$ cat src/rtl/hs_stream_serializer_pkg.sv
// Shared definitions for the wide-to-narrow stream serializer: FSM encoding
// and the parameter sanity helpers used at elaboration.
package hs_stream_serializer_pkg;

    // IDLE: nothing held, ready for a word. SEND: a word is held and its
    // beats are being presented downstream.
    typedef enum logic {
        IDLE = 1'b0,
        SEND = 1'b1
    } state_t;

    // The upstream word must split exactly into RATIO beats, with at least two beats.
    function automatic bit widths_consistent(input int in_w, input int out_w, input int ratio);
        return (in_w == ratio * out_w) && (ratio >= 2);
    endfunction

    // Minimum width needed to index RATIO slices.
    function automatic int slice_idx_w(input int ratio);
        return (ratio <= 2) ? 1 : $clog2(ratio);
    endfunction

endpackage

$ cat src/rtl/hs_stream_serializer.sv
// Pops IN_WIDTH words from a valid/ready source and emits them as RATIO
// OUT_WIDTH beats, least-significant slice first. Each beat is tagged with
// "last beat of word" and "last beat of frame"; a frame is cfg_words words.
//
// Handshake rules on both ports: a transfer happens on a rising clk edge
// where valid and ready are both high. Once out_vld rises it stays high, with
// out_data stable, until the beat transfers. in_rdy depends combinationally
// on out_rdy so a new word can load in the same cycle the last beat leaves.
module hs_stream_serializer
    import hs_stream_serializer_pkg::*;
#(
    parameter int IN_WIDTH   = 256,
    parameter int OUT_WIDTH  = 32,
    parameter int RATIO      = 8,
    parameter int log2_RATIO = 3,
    parameter int FRM_W      = 16
) (
    input  logic                 clk,
    input  logic                 rst_n,
    input  logic [FRM_W-1:0]     cfg_words,
    input  logic                 in_vld,
    input  logic [IN_WIDTH-1:0]  in_data,
    output logic                 in_rdy,
    output logic                 out_vld,
    output logic [OUT_WIDTH-1:0] out_data,
    output logic                 out_word_last,
    output logic                 out_frame_last,
    input  logic                 out_rdy,
    output logic                 busy
);

    localparam bit WIDTHS_OK = widths_consistent(IN_WIDTH, OUT_WIDTH, RATIO);
    localparam logic [log2_RATIO-1:0] LAST_BEAT = log2_RATIO'(RATIO - 1);

    if (!WIDTHS_OK || (log2_RATIO < slice_idx_w(RATIO))) begin : g_bad_params
        $error("hs_stream_serializer: IN_WIDTH must equal RATIO*OUT_WIDTH, RATIO>=2, log2_RATIO wide enough");
    end

    state_t                state;
    state_t                state_nx;
    logic [IN_WIDTH-1:0]   hold;
    logic                  hold_final;
    logic [log2_RATIO-1:0] beat_cnt;
    logic [FRM_W-1:0]      word_cnt;
    logic [FRM_W-1:0]      frame_len;
    logic [FRM_W-1:0]      len_eff;
    logic                  on_last_beat;
    logic                  word_is_final;
    logic                  in_fire;
    logic                  out_fire;

    assign on_last_beat = (state == SEND) && (beat_cnt == LAST_BEAT);
    assign in_fire      = in_vld && in_rdy;
    assign out_fire     = out_vld && out_rdy;

    // Frame length is captured only when the first word of a frame is taken;
    // a zero request is treated as one word per frame.
    always_comb begin
        len_eff = frame_len;
        if (word_cnt == '0) begin
            len_eff = (cfg_words == '0) ? FRM_W'(1) : cfg_words;
        end
        word_is_final = ((word_cnt + FRM_W'(1)) == len_eff);
    end

    // Next-state logic and handshake/beat outputs.
    always_comb begin
        state_nx       = state;
        in_rdy         = 1'b0;
        out_vld        = 1'b0;
        out_data       = '0;
        out_word_last  = 1'b0;
        out_frame_last = 1'b0;
        case (state)
            IDLE: begin
                in_rdy = 1'b1;
                if (in_fire) state_nx = SEND;
            end
            SEND: begin
                out_vld        = 1'b1;
                out_data       = hold[int'(beat_cnt) * OUT_WIDTH +: OUT_WIDTH];
                in_rdy         = on_last_beat && out_rdy;
                out_word_last  = on_last_beat;
                out_frame_last = on_last_beat && hold_final;
                if (out_fire && on_last_beat && !in_fire) state_nx = IDLE;
            end
            default: state_nx = IDLE;
        endcase
    end

    assign busy = (state == SEND) || (word_cnt != '0);

    // State register.
    always_ff @(posedge clk or negedge rst_n) begin
        if (!rst_n) state <= IDLE;
        else        state <= state_nx;
    end

    // Hold register, beat counter and frame bookkeeping.
    always_ff @(posedge clk or negedge rst_n) begin
        if (!rst_n) begin
            hold       <= '0;
            hold_final <= 1'b0;
            beat_cnt   <= '0;
            word_cnt   <= '0;
            frame_len  <= '0;
        end else if (in_fire) begin
            hold       <= in_data;
            hold_final <= word_is_final;
            beat_cnt   <= '0;
            frame_len  <= len_eff;
            word_cnt   <= word_is_final ? '0 : word_cnt + FRM_W'(1);
        end else if (out_fire && !on_last_beat) begin
            beat_cnt   <= beat_cnt + log2_RATIO'(1);
        end
    end

endmodule

$ cat config.mk
export PLATFORM = sky130hd
export DESIGN_NAME = hs_stream_serializer
export DESIGN_NICKNAME = d
export VERILOG_FILES = /design/src/rtl/hs_stream_serializer_pkg.sv /design/src/rtl/hs_stream_serializer.sv
export SDC_FILE = /design/constraint.sdc
export NUM_CORES = 1
export LEC_CHECK = 0
export BUFFER_PORTS_ARGS = -buffer_cell sky130_fd_sc_hd__buf_2
export CAP_MARGIN = 20
export CORE_ASPECT_RATIO = 1.75
export CORE_MARGIN = 2
export CORE_UTILIZATION = 55
export DETAILED_ROUTE_END_ITERATION = 12
export PLACE_DENSITY = 0.82
export SKIP_LAST_GASP = 1
export SYNTH_ARGS = -nofsm -noshare
export SYNTH_HDL_FRONTEND = slang
export SYNTH_SLANG_ARGS = --single-unit
$ cat constraint.sdc
create_clock -name clk -period 4 [get_ports clk]
set_input_delay 0.8 -clock clk [delete_from_list [all_inputs] [get_ports clk]]
set_output_delay 0.8 -clock clk [all_outputs]
set_load 0.005 [all_outputs]
==> qor.yml <==
pwr:
  powerDensity_nw_per_um2: 711
  sw_frac_of_total_pct: 35.2
  comb_power_share_pct: 36.7
  seqPwrFrac_pct: 41.7
  clkPwrFrac_pct: 21.6
  p_int_mw: 7.74
  vdd_ir_drop_max_mv: 0.494
  power.leakage_nw: 8.91
  switchingPower_mw: 4.21
sta:
  fin_setup_tns_ps: 0
  skew_ps: 9.46
  hold_violations: 0
  relSlewSlack_pct: 45.8
  min_period_over_period_pct: 84.3
  final_max_slew_viol_count: 0
  final.hold.worst_slack_ps: 293
  worst_pin_slew_ps: 813
  period_needed_ps: 3370
  fmax_mhz: 297
  setup_violations: 0
  rsz0062_at_grt: "no"
  worst_slack_ps: 629
grt:
  grt_max_degree: 113
  grt_pass1_wl_mm: 64.1
  grt_overflow: 0
  grt_pass1_vias: 12600
  grt_util_all_layers_pct: 29.9
  antenna_found_initial: 11
floorplanning:
  ioPinCount: 313
  die-area_um2: 27000
  die_x_um: 125
  die_y_um: 216
  core_area_um2: 25200
  fp-row-count: 77
  start_util_pct: 55.8
synth:
  synth_top_cell_by_area: "dfrtp_1"
  synth.area.mux_share_pct: 12.3
  synth_top_cell_area_share_pct: 52.1
  syn-mean-instance-area_um2: 9.21
  synth_edf_count: 0
  yosysWarnings: 0
  synth_compound_area_share_pct: 3.14
  ys_ff_latch: 293
  synth_simple_gate_area_share_pct: 26.9
  synth_xor_area_share_pct: 2.18
  synth_top_family_by_area: "simple AND/OR/NAND/NOR gates"
  synth_seq_area_share_pct: 52.1
  synth_ff_type: "dfrtp_1"
  synth_fa_ha_area_share_pct: 0.355
  synth_cell_types: 50
  synth_area_um2: 14100
  synth.area.top_cells: "dfrtp_1 52%, nand2_1 23%, mux4_2 10%"
  synth_nets: 1809
  synthCells: 1529
  async_flop_share_pct: 100
critical_path:
  crit_path_start_kind: "flip-flop"
  critPathSlowestCell: "dfrtp_4"
  critPathLaunch: "beat_cnt[0]"
  worst-path-max-fanout: 18
  path_delay_family: "flip-flops"
  reg2reg_from: "word_cnt[0]"
  cp_num_buf_inv: 2
  crit_path_max_incr_delay_ps: 650
  crit_type: "reg -> out"
  crit_arrival_ps: 2570
  critPathCaptureType: "primary output"
  required_ps: 3200
  worstPathCellList: "buf_4, mux4_2, nand2_1, a21boi_0, buf_2"
detailed_routing:
  ant_nets: 0
  wl_mm: 40.0
  via_per_inst: 5.53
  drt_iter0_drc: 867
  drc: 0
  via_count: 11800
  avgRoutedWirePerCell_um: 18.7
  first_pass_iters: 5
clock_network:
  clk_pin_slew_ps: 70
  clock_path_buffers: 3
  cts_buffers: 27
  clock_latency_ps: 550
  cts-resized-gates: 0
  cts_root_buffer: "clkbuf_16"
  cts_sinks: 293
  hold_buffers: 0
  h-tree-depth: 1
  cts_setup_buffers: 0
  cts_tree: "built"
final_layout:
  stdcell_area_um2: 16800
  nNetsFinal: 2075
  final_common_cell: "nand2_1"
  final_core_util_pct: 66.6
  layout_common_cells: "856 x nand2_1, 311 x buf_2, 290 x dfrtp_1, 64 x mux4_2, 32 x a21boi_0"
  layout-drive-gt1-share_pct: 26.6
  synthToLayoutAreaGrowth_pct: 19.3
placed_design:
  port_buffers: 312
  preCtsSetupSlack_ps: 983
  dp_hpwl_mm: 28.6
  globalplace.congestion: 0.925
  place_area_um2: 15900
run_status:
  status: "finished clean"
hold_path:
  hold_path_class: "in -> async"
run:
  max-cap-violations: 0
==> cell usage after synthesis, types with 6 or more instances <==
master    instances
mux2i_1          10
nor3_1            6
mux4_2           64
nand3_1          10
clkbuf_1         82
mux2_2           15
nor2_2           11
xor2_1           17
nand4_1           8
nand2_1         857
xnor2_1          18
dfrtp_1         293
a21boi_0         32
and3_1            7
nor2_1           17
inv_1            10
==> routing by layer <==
metal,vias to the layer above,share of wire [%],GRT usage (%),routed length [um]
met5,-,0.12,0,46
met4,8,6.9,20.0,2750
met3,165,5.4,4.04,2160
met2,459,53,52.2,21100
met1,5747,35,34.2,14000
li1,5454,-,-,-
==> path summary, 6_finish.rpt <==
path	slack [ps]	to	depth (start not counted)
worst max-delay path	630	out_data[20]	5
worst min-delay path	290	hold[186]	1
worst max register to register	970	word_cnt[1]	11
worst min register to register	470	hold[198]	2
max in group asynchronous	2730	hold[204]	2
min in group clk	440	hold[55]	3
==> metrics by stage <==
stage	instances	total power, mW
after floorplan	1529	7.70
after global placement	2082	9.14
after detailed placement	2082	9.39
after CTS	2130	12.0
after global routing	2137	12.7
final	2138	11.9
==> logic make-up after synthesis <==
kind of cell             Yosys count
AO/OA/AOI/OAI                     60
XOR/XNOR                          35
adder cells (fa/ha/maj)            4
buffers and inverters            106
flip-flops                       293
multiplexers                      90
AND/OR/NAND/NOR                  941
==> sequential cells by signal, summed over array words and instances (netlist names) <==
signal / count
beat_cnt: 3
frame_len: 16
state: 1
hold_final: 1
word_cnt: 16
hold: 256
==> power by group through the flow <==
stage	registers [mW]	clock network, mW	logic (mW)
4_1_cts	4.97	2.62	4.42
3_5_place_dp	5.01	0	4.38
3_3_place_gp	4.90	0	4.24
5_1_grt	5.13	2.74	4.85
2_1_floorplan	4.65	0	3.05
6_report	4.98	2.59	4.38
==> area by class of cell <==
cell class / instances / area, um2
sequential: 293 / 7340
clock inverter: 8 / 80.1
multi-input combinational: 1130 / 6330
fill: 2034 / 8440
timing repair buffer: 333 / 1790
antenna: 8 / 20.0
inverter: 10 / 37.5
tap: 316 / 395
clock buffer: 40 / 805
(Power assumes the default switching activity.)
